**src/rtl/mvm_pkg.sv**
```systemverilog
// Shared types and sizing helpers for the matrix-vector multiply engine.
package mvm_pkg;

  typedef enum logic [1:0] {IDLE, RUN, FLUSH, DONE} state_t;

  localparam int DEF_COLS = 8;

  function automatic int cnt_width(input int cols);
    return $clog2(cols + 1);
  endfunction

  function automatic int default_acc_width(input int data_width, input int cols);
    return 2 * data_width + $clog2(cols);
  endfunction

  localparam int CNT_W = cnt_width(DEF_COLS);

endpackage

```
**src/rtl/mac_unit.sv**
```systemverilog
// Two-stage multiply-accumulate: stage 1 registers the product, stage 2 adds it into the accumulator.
module mac_unit #(
  parameter int DATA_WIDTH = 8,
  parameter int ACC_WIDTH  = 19
) (
  input  logic                  clk,
  input  logic                  rst,
  input  logic                  clr_acc,
  input  logic                  en,
  input  logic                  sign,
  input  logic [DATA_WIDTH-1:0] a,
  input  logic [DATA_WIDTH-1:0] b,
  output logic [ACC_WIDTH-1:0]  acc
);

  localparam int PROD_W = 2 * DATA_WIDTH;
  localparam int EXT_W  = (ACC_WIDTH > PROD_W) ? ACC_WIDTH : PROD_W;

  logic [PROD_W-1:0] a_x, b_x, prod_d, prod_q;
  logic [EXT_W-1:0]  prod_ext;
  logic              prod_vld;

  // Extending both operands to the product width makes one unsigned multiplier
  // give the correct low bits for either signedness.
  always_comb begin
    // NOTE: every always_comb output gets a value on every path, so no latch is inferred.
    a_x      = sign ? {{DATA_WIDTH{a[DATA_WIDTH-1]}}, a} : {{DATA_WIDTH{1'b0}}, a};
    b_x      = sign ? {{DATA_WIDTH{b[DATA_WIDTH-1]}}, b} : {{DATA_WIDTH{1'b0}}, b};
    prod_d   = a_x * b_x;
    prod_ext = sign ? EXT_W'($signed(prod_q)) : EXT_W'(prod_q);
  end

  always_ff @(posedge clk or posedge rst) begin
    // NOTE: state registers use non-blocking assignments so every flop samples pre-edge values.
    if (rst) begin
      prod_q   <= '0;
      prod_vld <= 1'b0;
      acc      <= '0;
    end else if (clr_acc) begin
      prod_vld <= 1'b0;
      acc      <= '0;
    end else begin
      prod_vld <= en;
      if (en) prod_q <= prod_d;
      if (prod_vld) acc <= acc + prod_ext[ACC_WIDTH-1:0];
    end
  end

endmodule

```
**src/rtl/mat_vec_mult_engine.sv**
```systemverilog
// ROWS x COLS matrix-vector multiplier fed from per-row A FIFOs and one B FIFO,
// with start/done handshake, signed/unsigned mode and error flags.
module mat_vec_mult_engine
  import mvm_pkg::*;
#(
  parameter int ROWS       = 8,
  parameter int COLS       = 8,
  parameter int DATA_WIDTH = 8,
  parameter int ACC_WIDTH  = default_acc_width(DATA_WIDTH, COLS)
) (
  input  logic                                clk,
  input  logic                                rst,
  input  logic                                clr,
  input  logic                                a_wren,
  input  logic [ROWS-1:0][DATA_WIDTH-1:0]     a_in,
  input  logic                                b_wren,
  input  logic [DATA_WIDTH-1:0]               b_in,
  input  logic                                sign_mode,
  input  logic                                start,
  output logic                                ready,
  output logic                                busy,
  output logic                                done,
  output logic                                start_err,
  output logic                                wr_err,
  output logic [ROWS-1:0][ACC_WIDTH-1:0]      out
);

  localparam int CW = cnt_width(COLS);
  localparam int PW = (COLS > 1) ? $clog2(COLS) : 1;
  localparam logic [CW-1:0] FULL = CW'(COLS);
  localparam logic [PW-1:0] LAST = PW'(COLS - 1);

  state_t state;

  logic [DATA_WIDTH-1:0] a_mem [ROWS][COLS];
  logic [DATA_WIDTH-1:0] b_mem [COLS];

  logic [CW-1:0] a_cnt, b_cnt;
  logic [PW-1:0] rd_ptr;
  logic          flush_cnt;
  logic          sign_q;

  logic idle_or_done, a_full, b_full, start_ok;
  logic a_wr_ok, b_wr_ok, a_wr_bad, b_wr_bad;
  logic mac_en, clr_acc;
  logic [ROWS-1:0][ACC_WIDTH-1:0] acc;

  assign idle_or_done = (state == IDLE) || (state == DONE);
  assign busy         = !idle_or_done;
  assign a_full       = (a_cnt == FULL);
  assign b_full       = (b_cnt == FULL);
  assign ready        = idle_or_done && a_full && b_full;
  assign start_ok     = start && ready && !clr;
  assign a_wr_ok      = a_wren && !clr && idle_or_done && !a_full;
  assign b_wr_ok      = b_wren && !clr && idle_or_done && !b_full;
  assign a_wr_bad     = a_wren && !clr && !(idle_or_done && !a_full);
  assign b_wr_bad     = b_wren && !clr && !(idle_or_done && !b_full);
  assign mac_en       = (state == RUN);
  assign clr_acc      = clr || start_ok;

  // FIFOs always drain completely during a run, so the fill count doubles as write pointer.
  always_ff @(posedge clk) begin
    // NOTE: FIFO storage has no reset; the counts alone decide which entries are valid.
    if (a_wr_ok) begin
      for (int r = 0; r < ROWS; r++) a_mem[r][a_cnt[PW-1:0]] <= a_in[r];
    end
    if (b_wr_ok) b_mem[b_cnt[PW-1:0]] <= b_in;
  end

  always_ff @(posedge clk or posedge rst) begin
    if (rst) begin
      state     <= IDLE;
      a_cnt     <= '0;
      b_cnt     <= '0;
      rd_ptr    <= '0;
      flush_cnt <= 1'b0;
      sign_q    <= 1'b0;
      done      <= 1'b0;
      start_err <= 1'b0;
      wr_err    <= 1'b0;
      out       <= '0;
    end else begin
      start_err <= start && !clr && idle_or_done && !(a_full && b_full);
      if (clr) begin
        state     <= IDLE;
        a_cnt     <= '0;
        b_cnt     <= '0;
        rd_ptr    <= '0;
        flush_cnt <= 1'b0;
        done      <= 1'b0;
        wr_err    <= 1'b0;
        out       <= '0;
      end else begin
        if (a_wr_bad || b_wr_bad) wr_err <= 1'b1;

        if (a_wr_ok)     a_cnt <= a_cnt + 1'b1;
        else if (mac_en) a_cnt <= a_cnt - 1'b1;
        if (b_wr_ok)     b_cnt <= b_cnt + 1'b1;
        else if (mac_en) b_cnt <= b_cnt - 1'b1;

        case (state)
          IDLE, DONE: begin
            if (start_ok) begin
              state  <= RUN;
              done   <= 1'b0;
              sign_q <= sign_mode;
              rd_ptr <= '0;
            end
          end
          RUN: begin
            rd_ptr <= rd_ptr + 1'b1;
            if (rd_ptr == LAST) begin
              state     <= FLUSH;
              rd_ptr    <= '0;
              flush_cnt <= 1'b0;
            end
          end
          FLUSH: begin
            // Two cycles let the last product pass through both MAC stages.
            flush_cnt <= 1'b1;
            if (flush_cnt) begin
              state <= DONE;
              done  <= 1'b1;
              out   <= acc;
            end
          end
          default: state <= IDLE;
        endcase
      end
    end
  end

  for (genvar r = 0; r < ROWS; r++) begin : g_mac
    mac_unit #(
      .DATA_WIDTH (DATA_WIDTH),
      .ACC_WIDTH  (ACC_WIDTH)
    ) u_mac (
      .clk     (clk),
      .rst     (rst),
      .clr_acc (clr_acc),
      .en      (mac_en),
      .sign    (sign_q),
      .a       (a_mem[r][rd_ptr]),
      .b       (b_mem[rd_ptr]),
      .acc     (acc[r])
    );
  end

endmodule

```
**config.mk**
```make
export PLATFORM = sky130hd
export DESIGN_NAME = mat_vec_mult_engine
export DESIGN_NICKNAME = d
export VERILOG_FILES = /design/src/rtl/mvm_pkg.sv /design/src/rtl/mac_unit.sv /design/src/rtl/mat_vec_mult_engine.sv
export SDC_FILE = /design/constraint.sdc
export NUM_CORES = 2
export LEC_CHECK = 0
export CORE_MARGIN = 2
export CORE_UTILIZATION = 25
export CTS_BUF_LIST = sky130_fd_sc_hd__clkbuf_4
export CTS_CLUSTER_DIAMETER = 200
export DETAILED_ROUTE_END_ITERATION = 8
export PLACE_DENSITY_LB_ADDON = 0.08
export REMOVE_ABC_BUFFERS = 1
export SETUP_SLACK_MARGIN = 0.5
export SLEW_MARGIN = 20
export SYNTH_ARGS = -nofsm -noshare
export SYNTH_HDL_FRONTEND = slang
export SYNTH_SLANG_ARGS = --single-unit
export TNS_END_PERCENT = 30
```
**constraint.sdc**
```tcl
create_clock -name clk -period 39 [get_ports clk]
set_input_delay 3.9 -clock clk [delete_from_list [all_inputs] [get_ports clk]]
set_output_delay 3.9 -clock clk [all_outputs]
set_load 0.005 [all_outputs]
```
==> key figures <==
Clock tree
  • CTS Buf Count: 317
  • Longest Clk Path Bufs: 4
  • CTS Sinks: 1027
  • # hold bufs at CTS: 0
  • Clock Latency Late Sink: 1.22 ns
  • H-tree depth: 5
  • Clock slew at reported path FFs: 0.07 ns
  • # Post-CTS Setup Buffers: 0
  • CTS tree: done
  • Cts repair resizes: 0
  • Root buffer cell: clkbuf_4

Floorplan
  • Row cnt: 198
  • Die width: 545 microns
  • I/O Pins: 236
  • Die area: 0.297 sq mm
  • Die Span Y: 545 microns
  • Core Box Area: 0.291 sq mm
  • Starting density of the core: 25.1%

GRT
  • Tot GR Track Use: 14.6%
  • Vias in the first global route: 51500
  • Overflow after GRT: 0
  • Initial antenna violation count: 46
  • Pin count of the biggest net entering global routing: 134
  • Wire length of the first global-routing pass: 330000 microns

Min path
  • Hold Crit Start: g_mac[5].u_mac.acc[18]$_DFFE_PP0P_
  • Worst hold path class: reg -> reg

Finish
  • NumNets Final: 8154
  • Synthesis-to-finish area growth: 14.8%
  • # fillers: 30300
  • Final instance area: 0.0840 sq mm
  • Final core utilization: 28.9%
  • Share of cells above drive strength 1: 12.6%
  • Final Non-Filler Cells: 11100

Logic synthesis
  • Netlist cell types: 83
  • Avg Cell Area, Syn: 11.2 sq um
  • Synth area leader: edfxtp_1
  • Synth async-reset ratio: 43.9%
  • Cell area after synthesis: 0.0732 sq mm
  • Synth top area cells: edfxtp_1 24%, dfrtp_1 15%, fa_1 15%
  • Register bit total from synthesis: 1027
  • Sequential-to-total area share from yosys stat: 39.1%
  • Number of flops mapped to enable cells by yosys: 576
  • Dominant synthesized flop cell: edfxtp_1
  • Yosys top cell area share: 23.6%
  • Synthesis Warnings: 0
  • Cells after synthesis: 6553

Setup path
  • Kind of critical path: reg -> reg
  • Crit path cell chain: mux4_2 > mux2i_4 > buf_4 > nand2b_4 > buf_4 > nor2_1 > fa_1 > fa_1 > inv_1 > fa_1 > fa_1 > fa_1 > fa_1 > xor2_1 > xnor2_1 > xnor2_1 > xnor2_1 > xnor3_1 > xnor3_1 > xor2_1 > xnor2_1 > o21ai_1
  • Reg2reg start: rd_ptr[1]$_DFFE_PP0P_
  • CP most frequent cell: fa_1
  • Worst EP required: 39.94 ns
  • Slowest cell on crit path: dfrtp_4
  • Critical path launch point: rd_ptr[1]$_DFFE_PP0P_
  • Crit path DAT: 10.02 ns
  • Critical Path Max Stage Delay: 0.91 ns
  • CP Max Fanout: 67
  • Crit end category: register
  • Setup crit start kind: register

STA
  • Hold Vio Cnt, Final: 0
  • RSZ-0062 raised after global routing: no
  • Relative slew slack: 27.8%
  • Fmax: 0.110 GHz
  • Fin crit period: 9.07 ns
  • Setup TNS: 0 ns
  • Clk_skew: 0.158 ns
  • Period utilisation layout: 23.3%
  • Endpoints failing setup: 0
  • Max Slew Vio Count: 0
  • Worst slew pin tran: 1.08 ns

Placed design
  • Post-placement cell count: 10500
  • Post-DP HPWL: 153000 microns
  • GP Congestion: 0.768
  • # port buffers: 235
  • Placement Cell Area: 0.0801 sq mm

Route
  • # DRC: 0
  • Total number of vias: 47900
  • Drt first-iter violations: 2409
  • Vias per cell: 4.33
  • Drt first pass iters: 5
  • Post-Route WL: 215000 microns
  • Antenna Nets Post-Route: 0
  • Mean routed wirelength per cell: 19.4 microns

Run status
  • Status: finished clean

Job
  • Max Cap Viol: 0
[per-stage QoR]
stage               hold WS, ns  setup WS, ns
floorplan                 0.436         22.53
global placement          0.465         29.87
detailed placement        0.468         29.93
CTS                       0.446         29.73
global route              0.484         29.30
finish                    0.467         29.93
[critical path, delay by kind of cell, from the launching register on]
kind                     cells  cell delay, ns
flip-flops                   1            0.91
buffers and inverters        3            1.27
AO/OA/AOI/OAI                1            0.07
AND/OR/NAND/NOR              2            1.00
adder cells (fa/ha/maj)      6            2.89
multiplexers                 2            0.78
XOR/XNOR                     8            1.68
[metal layers]
| layer | vias to the layer above | track usage [%] | routed length (microns) |
|---|---|---|---|
| met4 | 48 | 3.56 | 4190 |
| met2 | 801 | 22.1 | 92300 |
| met5 | - | 0 | 301 |
| met3 | 364 | 3.02 | 10700 |
| li1 | 23000 | - | - |
| met1 | 23700 | 21.1 | 107000 |
[registers in the layout, indices dropped and copies added (netlist names), 3 cells and up]
signal	count
rd_ptr	3
out	152
a_mem	512
a_cnt	4
b_cnt	4
b_mem	64
g_mac.u_mac.prod_q	128
g_mac.u_mac.acc	152
[kinds of logic (layout without fill, tap and decap cells)]
kind of cell / Yosys count / count (layout) / share of synthesized area (%)
buffers and inverters: 1206 / 1813 / 6.68
xor gates and xnor gates: 391 / 391 / 4.92
muxes: 332 / 332 / 6.36
AOI/OAI and AO/OA: 899 / 899 / 8.37
and+or+nand+nor: 1550 / 1550 / 9.28
other: 0 / 15 / 0
adders and majority gates: 1148 / 1148 / 25.3
DFF: 1027 / 1027 / 39.1
[placed cells by master (no fill, tap or decap), types with 24 or more instances in the layout]
cell type	netlist	layout
buf_4	10	92
nand2b_1	44	42
or2_2	121	121
a22oi_1	48	48
o21ai_0	173	173
clkbuf_4	0	454
clkdlybuf4s50_1	0	235
nand2_1	360	359
nor2_1	741	736
edfxtp_1	576	576
mux2i_1	213	205
ha_1	582	582
a211oi_1	36	36
o31ai_1	33	33
a22o_1	154	154
a21oi_1	189	187
clkinv_1	1	62
xor2_1	117	117
o21a_1	27	27
nor3_1	86	80
xnor2_1	261	260
fa_1	559	559
inv_1	932	931
mux4_2	97	97
o21bai_1	25	25
dfrtp_1	451	447
or3_1	39	39
nor2b_1	26	24
a21o_1	83	83
nand3_1	66	66
[cell usage after synthesis (all sizes together) (5+ instances only)]
| cell | n |
|---|---|
| inv | 935 |
| nor2 | 745 |
| ha | 582 |
| edfxtp | 576 |
| fa | 559 |
| dfrtp | 451 |
| nand2 | 361 |
| xnor2 | 262 |
| mux2i | 227 |
| o21ai | 202 |
| a21oi | 189 |
| clkbuf | 181 |
| a22o | 154 |
| or2 | 122 |
| xor2 | 117 |
| mux4 | 97 |
| buf | 89 |
| nor3 | 87 |
| a21o | 83 |
| nand3 | 66 |
| a22oi | 50 |
| nand2b | 44 |
| or3 | 39 |
| a211oi | 36 |
| o31ai | 35 |
| nor2b | 27 |
| o21a | 27 |
| o21bai | 25 |
| and3 | 21 |
| a31oi | 19 |
| and2 | 18 |
| o211ai | 14 |
| o41ai | 12 |
| xnor3 | 11 |
| a31o | 9 |
| mux2 | 8 |
| a211o | 7 |
| maj3 | 7 |
| nor3b | 5 |
| o2111ai | 5 |
| or4 | 5 |
[cell type report]
type                    count  area [sq um]  area share [%]
inverters                 936          3520            4.19
well taps                3900          4880            5.81
flip-flops and latches   1027         28600            34.0
multi-input cells        4320         39900            47.5
diodes                     15          37.5          0.0447
repair buffers            332          3140            3.74
clock buffers             454          3410            4.06
clock inverters            91           534           0.636
[final timing paths]
check	depth (start not counted)	slack [ns]	end
max reg2reg	22	29.93	g_mac[4].u_mac.prod_q[15]$_DFFE_PP0P_
min reg2reg	1	0.47	out[113]$_DFFE_PP0P_
min	1	0.47	out[113]$_DFFE_PP0P_
max in group asynchronous	4	33.49	g_mac[1].u_mac.acc[14]$_DFFE_PP0P_
max	22	29.93	g_mac[4].u_mac.prod_q[15]$_DFFE_PP0P_
min in group asynchronous	2	3.25	out[12]$_DFFE_PP0P_
Power is not shown: default switching activity piles up to over one toggle a cycle in this logic, so the estimate is an artifact.
